$ cat src/rtl/shift_reg_universal_sync.sv
// -----------------------------------------------------------------------------
// shift_reg_universal_sync
//
// Purpose:
//   WIDTH-bit universal shift register. It supports hold, parallel load, clear,
//   logical shift right/left and rotate right/left. It also has a burst mode
//   that shifts the whole word out LSB-first over WIDTH enabled clocks and
//   then pulses done for one cycle.
//
// Ports:
//   clk           in   rising-edge clock for all state
//   reset_sync    in   synchronous active-high reset, highest priority
//   enable        in   executes the command on mode (IDLE) or advances the
//                      burst (BUSY)
//   mode[2:0]     in   0 hold, 1 load, 2 shr, 3 shl, 4 ror, 5 rol,
//                      6 burst right, 7 clear
//   data[W-1:0]   in   parallel load word
//   serial_in_r   in   bit entering the MSB on right shifts (modes 2 and 6)
//   serial_in_l   in   bit entering the LSB on left shifts (mode 3)
//   qd[W-1:0]     out  register contents
//   serial_out_r  out  qd[0]
//   serial_out_l  out  qd[WIDTH-1]
//   busy          out  burst in progress
//   done          out  one-cycle pulse after the last burst shift
// -----------------------------------------------------------------------------
module shift_reg_universal_sync #(
  parameter int               WIDTH       = 8,
  parameter logic [WIDTH-1:0] RESET_VALUE = {WIDTH{1'b0}}
) (
  input  logic             clk,
  input  logic             reset_sync,
  input  logic             enable,
  input  logic [2:0]       mode,
  input  logic [WIDTH-1:0] data,
  input  logic             serial_in_r,
  input  logic             serial_in_l,
  output logic [WIDTH-1:0] qd,
  output logic             serial_out_r,
  output logic             serial_out_l,
  output logic             busy,
  output logic             done
);

  localparam int CNT_W = $clog2(WIDTH);

  localparam logic [2:0] MODE_HOLD  = 3'd0;
  localparam logic [2:0] MODE_LOAD  = 3'd1;
  localparam logic [2:0] MODE_SHR   = 3'd2;
  localparam logic [2:0] MODE_SHL   = 3'd3;
  localparam logic [2:0] MODE_ROR   = 3'd4;
  localparam logic [2:0] MODE_ROL   = 3'd5;
  localparam logic [2:0] MODE_BURST = 3'd6;
  localparam logic [2:0] MODE_CLEAR = 3'd7;

  if (WIDTH < 2 || WIDTH > 32) begin : g_width_check
    $error("shift_reg_universal_sync: WIDTH must be in 2..32");
  end

  typedef enum logic {
    IDLE = 1'b0,
    BUSY = 1'b1
  } state_t;

  state_t             state, state_nxt;
  logic [CNT_W-1:0]   cnt, cnt_nxt;
  logic [WIDTH-1:0]   qd_nxt;
  logic               done_nxt;

  // Shift and rotate helpers.
  function automatic logic [WIDTH-1:0] shr_fn(input logic [WIDTH-1:0] q,
                                              input logic             msb_in);
    return {msb_in, q[WIDTH-1:1]};
  endfunction

  function automatic logic [WIDTH-1:0] shl_fn(input logic [WIDTH-1:0] q,
                                              input logic             lsb_in);
    return {q[WIDTH-2:0], lsb_in};
  endfunction

  function automatic logic [WIDTH-1:0] ror_fn(input logic [WIDTH-1:0] q);
    return {q[0], q[WIDTH-1:1]};
  endfunction

  function automatic logic [WIDTH-1:0] rol_fn(input logic [WIDTH-1:0] q);
    return {q[WIDTH-2:0], q[WIDTH-1]};
  endfunction

  // State register: the only sequential process. Reset overrides everything,
  // including a burst in progress.
  always_ff @(posedge clk) begin
    if (reset_sync) begin
      state <= IDLE;
      cnt   <= '0;
      qd    <= RESET_VALUE;
      done  <= 1'b0;
    end else begin
      state <= state_nxt;
      cnt   <= cnt_nxt;
      qd    <= qd_nxt;
      done  <= done_nxt;
    end
  end

  // Next-state logic. done_nxt defaults to 0, so done is high for one cycle.
  always_comb begin
    state_nxt = state;
    cnt_nxt   = cnt;
    qd_nxt    = qd;
    done_nxt  = 1'b0;

    unique case (state)
      IDLE: begin
        if (enable) begin
          unique case (mode)
            MODE_HOLD:  qd_nxt = qd;
            MODE_LOAD:  qd_nxt = data;
            MODE_SHR:   qd_nxt = shr_fn(qd, serial_in_r);
            MODE_SHL:   qd_nxt = shl_fn(qd, serial_in_l);
            MODE_ROR:   qd_nxt = ror_fn(qd);
            MODE_ROL:   qd_nxt = rol_fn(qd);
            MODE_BURST: begin
              // The accept edge already performs the first of WIDTH shifts.
              qd_nxt    = shr_fn(qd, serial_in_r);
              cnt_nxt   = CNT_W'(WIDTH - 1);
              state_nxt = BUSY;
            end
            MODE_CLEAR: qd_nxt = '0;
            default:    qd_nxt = qd;
          endcase
        end
      end

      BUSY: begin
        // mode and data are ignored here. When enable is low the burst pauses
        // and is not aborted.
        if (enable) begin
          qd_nxt  = shr_fn(qd, serial_in_r);
          cnt_nxt = cnt - CNT_W'(1);
          if (cnt == CNT_W'(1)) begin
            state_nxt = IDLE;
            done_nxt  = 1'b1;
          end
        end
      end

      default: state_nxt = IDLE;
    endcase
  end

  // Output logic: every output is decoded from registers only.
  always_comb begin
    busy         = (state == BUSY);
    serial_out_r = qd[0];
    serial_out_l = qd[WIDTH-1];
  end

endmodule

$ cat config.mk
export PLATFORM = sky130hd
export DESIGN_NAME = shift_reg_universal_sync
export DESIGN_NICKNAME = d
export VERILOG_FILES = /design/src/rtl/shift_reg_universal_sync.sv
export SDC_FILE = /design/constraint.sdc
export NUM_CORES = 1
export LEC_CHECK = 0
export CAP_MARGIN = 20
export CORE_ASPECT_RATIO = 1.1
export CORE_UTILIZATION = 45
export CTS_BUF_LIST = sky130_fd_sc_hd__clkbuf_16
export CTS_CLUSTER_SIZE = 12
export DETAILED_ROUTE_END_ITERATION = 12
export GPL_TIMING_DRIVEN = 0
export PLACE_DENSITY = 0.8
export SLEW_MARGIN = 20
export SYNTH_ARGS = -nofsm -noshare
export SYNTH_HDL_FRONTEND = slang
export SYNTH_SLANG_ARGS = --single-unit
$ cat constraint.sdc
create_clock -name clk -period 2.61 [get_ports clk]
set_clock_uncertainty 0.15 [all_clocks]
set_input_delay 0.783 -clock clk [delete_from_list [all_inputs] [get_ports clk]]
set_output_delay 0.783 -clock clk [all_outputs]
set_load 0.02 [all_outputs]
# --- Yosys cells after proc, flatten, opt, wreduce, memory -nomap -nowiden ---
# Cells that the tools add are included.
totals:
  reg_bits: 13
  latchBits: 0
  ramBits: 0
  rom_bits: 0
  inputBits: 16
  out_inout_bits: 12
  elab_cells: 38
  n_memories: 0
op_classes:
  addsub: 1
  n_mul: 0
  n_div: 0
  n_lt_le_gt_ge: 0
  n_eq_ne: 12
  n_shift: 0
  muxes: 14
  n_bitwise: 2
  reduce_logical: 5
op_table:
  columns: ["cell", "n"]
  rows:
  - ["$pmux W8 S6", 1]
  - ["$mux W8", 2]
  - ["$pmux W8 S2", 1]
  - ["$eq A3 B3 Y1 const B", 4]
  - ["$mux W3", 3]
  - ["$eq A3 B1 Y1 const B", 2]
  - ["$eq A3 B2 Y1 const B", 2]
  - ["$ne A2 B2 Y1 const B", 3]
  - ["$pmux W3 S2", 1]
  - ["$reduce_and A3 Y1", 2]
  - ["$mux W1", 5]
  - ["$logic_not A3 Y1", 1]
  - ["$reduce_or A3 Y1", 1]
  - ["$sub A3 B1 Y3 const B", 1]
  - ["$ne A2 B1 Y1 const B", 1]
  - ["$not A1 Y1", 2]
  - ["$pmux W1 S2", 1]
  - ["$reduce_or A2 Y1", 1]

# --- Depth between registers and ports, before layout ---
# Gate-level depths: netlist (run 1).
depth:
  word_depth: 5
  depth_mapped: 5
  depth_no_buf: 5

# --- Worst setup path before layout (run 1) ---
# OpenSTA, ideal clock, no wires.
synth_timing:
  path_kind: "input to register"
  start: "input mode[2]"
  end: "register qd[6]"
  setup_time_ns: 0.140
  arrival_time_ns: 1.690
  t_required_ns: 2.320
  path_slack_ns: 0.630
  cell_stages: 5
  path_buffers: 1
  path_cell_list: "buf_4 -> nor2_1 -> o21bai_1 -> a222oi_1 -> a211oi_2"
synth_between:
  elab_chain_len: 5
  elab_cells_between_ends: 14
  classes_between: "8 x eq/ne; 3 x mux; 3 x reduce/logical"
synth_lines:
  columns: ["element", "line_no", "source"]
  rows:
  - ["from (decl)", "33", "input logic [2:0] mode,"]
  - ["$eq A3 B3 Y1 or $eq A3 B2 Y1 (tied branches)", "114", "unique case (mode)"]
  - ["$reduce_or A2 Y1 (no line)", null, null]
  - ["$pmux W8 S6", "114", null]
  - ["$mux W8", "113", "if (enable) begin"]
  - ["$pmux W8 S2", "111", "unique case (state)"]
  - ["to (signal assigned)", "99", "qd <= qd_nxt;"]
  - ["to (decl)", "37", "output logic [WIDTH-1:0] qd,"]
# Several ways; a longest one is shown, not always the timed one. The select of a mux whose other input is x is not followed.
# A chain may end at the register's enable or synchronous reset.

# --- Worst setup path after layout (run 1) ---
layout_timing:
  start: "register qd[0]"
  end: "output qd[0]"
# No word-level cell between the ends.

==> impl_metrics.env, run 1 <==
export IMPL_status="completed"
export IMPL_grt_pass1_wl_mm=3.46
export IMPL_dp_cells=126
export IMPL_synthDistinctLibCells=32
export IMPL_vias_per_cell=6.31
export IMPL_maxCapViolCount=0
export IMPL_fin_crit_sh_pct=89.1
export IMPL_cts_buffers=3
export IMPL_hold_viol=0
export IMPL_hp_start="cnt[1]"
export IMPL_worst_slew_pin_slew_ns=0.623
export IMPL_io_buffers=23
export IMPL_drc=0
export IMPL_rr_startpoint="busy"
export IMPL_cts_sinks=13
export IMPL_hold_class="flip-flop to flip-flop"
export IMPL_dpl_hpwl_mm=1.53
export IMPL_dr_pass1_iters=4
export IMPL_min_period_ns=2.33
export IMPL_worstPathRequired_ns=1.68
export IMPL_cts_tree="yes"
export IMPL_fill_cells=134
export IMPL_synth_net_count=104
export IMPL_syn_mean_instance_area_um2=9.21
export IMPL_syn_to_final_growth_pct=41.9
export IMPL_insertion_delay_ns=0.24
export IMPL_postSynth_asyncResetShare_pct=0
export IMPL_gp_congestion=0.738
export IMPL_wl_per_cell_um=16.4
export IMPL_synthesis_area_um2=792
export IMPL_die_w_um=42
export IMPL_grt_max_degree=11
export IMPL_cp_data_arrival_time_ns=1.39
export IMPL_h_tree_depth=1
export IMPL_first_iter_violations=36
export IMPL_cts_resized=0
export IMPL_grt_ovfl_total=0
export IMPL_clk_path_buf_depth=2
export IMPL_antenna_found_initial=0
export IMPL_io_pins=28
export IMPL_hold_buffers=0
export IMPL_setup_violations_final=0
export IMPL_core_area_um2=1610
export IMPL_synth_seq_area_share_pct=32.9
export IMPL_netlist_instances=86
export IMPL_synthFlopType="dfxtp_1"
export IMPL_start_kind="flip-flop"
export IMPL_clk_root_buffer_cell="clkbuf_16"
export IMPL_synth_edf_count=0
export IMPL_antenna_left=0
export IMPL_grt_pass1_vias=751
export IMPL_drive_gt1_share_pct=17.7
export IMPL_ir_drop_mv=0.647
export IMPL_ys_ff_latch=13
export IMPL_seq_area_um2=260
export IMPL_criticalPathCategory="flip-flop to output pin"
export IMPL_rows=15
export IMPL_post_cts_buffers=0
export IMPL_rsz0062_at_grt="false"
export IMPL_nets=132
export IMPL_dr_total_vias=820
export IMPL_p_per_area_nw_per_um2=590
export IMPL_ys_warn_count=0
export IMPL_cp_end_kind="output pin"
export IMPL_dieHeight_um=46
export IMPL_fmax_mhz=430
export IMPL_tns_ns=0
export IMPL_layoutNonFillerInstCount=130
export IMPL_slew_headroom_pct=58.5
export IMPL_dieArea_um2=1930
export IMPL_multi_input_area_um2=454
export IMPL_crit_start="qd[0]"
export IMPL_grtUsageTotal_pct=24.3
export IMPL_diodes=0
export IMPL_slew_viol_final=0
export IMPL_initial_core_util_pct=49.1
export IMPL_routed_wl_mm=2.14
export IMPL_cp_max_fo=5
export IMPL_power_leakage_uw=0.000409
export IMPL_path_clk_slew_ns=0.05
==> sequential cells by signal, indices dropped and copies added (netlist names) <==
register,count
cnt,3
qd,8
done,1
busy,1
==> cells in the final DEF, fill, tap and decap left out, drive strengths merged, types with 2 or more instances in the layout <==
master / n
clkdlybuf4s50: 23
nor2: 14
dfxtp: 13
buf: 9
a211oi: 7
a222oi: 5
o21ai: 4
inv: 3
and3b: 3
a311oi: 3
nand2: 3
a21oi: 3
clkbuf: 3
nor4bb: 2
nand3b: 2
ha: 2
nor3: 2
==> cells by family after synthesis <==
group,synth area share [%]
simple gates,21.2
compound gates,31.9
flops,32.9
buf+inv,9.79
fa+ha+maj,3.16
xor+xnor,1.11
==> report_power, final <==
group	switching [uW]	total (uW)	internal, uW
logic	72.4	146	73.2
registers	14.5	226	212
clock network	87.4	291	204
==> final timing paths <==
check	end	slack, ns	cells after the start
max	qd[0]	0.28	2
min	cnt[1]	0.37	2
max reg2reg	qd[6]	1.02	3
min reg2reg	cnt[1]	0.37	2
==> critical path, stage by stage, from the launching register on <==
cell             delay [ns]
dfxtp_1                0.42
buf_4                  0.14
clkdlybuf4s50_1        0.59
==> cell type report <==
| class | count | area share, % |
|---|---|---|
| Timing Repair Buffer | 23 | 20.5 |
| Tap cell | 17 | 1.89 |
| Sequential cell | 13 | 23.2 |
| Clock inverter | 1 | 0.445 |
| Buffer | 9 | 5.90 |
| Multi-Input combinational cell | 61 | 40.4 |
| Clock buffer | 3 | 6.68 |
| Inverter | 3 | 1.00 |
==> cells in the mapped netlist, drive strengths merged, types with 2 or more instances <==
library cell | n | area [um2]
nor2 | 14 | 52.6
dfxtp | 13 | 260
buf | 9 | 66.3
a211oi | 7 | 82.6
a222oi | 5 | 50.1
o21ai | 4 | 20.0
a21oi | 3 | 15.0
a311oi | 3 | 26.3
and3b | 3 | 26.3
inv | 3 | 11.3
nand2 | 3 | 11.3
ha | 2 | 25.0
nand3b | 2 | 15.0
nor3 | 2 | 15.0
nor4bb | 2 | 20.0
==> layer usage <==
layer	up-vias	track usage (%)	wire, um
met2	32	43.8	1120
met4	0	9.68	40
met1	399	26.7	844
met5	-	0	0
met3	6	7.94	130
li1	383	-	-
==> stage by stage <==
| stage | power [uW] | worst slack (ns) | instance area, um2 | utilization, % | hold WS [ns] |
|---|---|---|---|---|---|
| after CTS | 663 | 0.290 | 1120 | 69.6 | 0.366 |
| after floorplan | 314 | 0.630 | 792 | - | 0.321 |
| after detailed placement | 373 | 0.298 | 1040 | 64.7 | 0.360 |
| final | 663 | 0.284 | 1120 | 69.6 | 0.367 |
| after global placement | 367 | 0.313 | 1040 | 64.7 | 0.335 |
| after global routing | 689 | 0.246 | 1120 | 69.6 | 0.399 |
Note: power is estimated with default switching activity, not from simulation.
==> run 2, diff against run 1 <==
--- a/config.mk
+++ b/config.mk
@@ -13,6 +13,7 @@
 export DETAILED_ROUTE_END_ITERATION = 12
 export GPL_TIMING_DRIVEN = 0
 export PLACE_DENSITY = 0.8
+export SKIP_LAST_GASP = 1
 export SLEW_MARGIN = 20
 export SYNTH_ARGS = -nofsm -noshare
 export SYNTH_HDL_FRONTEND = slang
==> results of run 2 <==
Same layout as run 1: the final DEF is identical, and so are final timing and power.
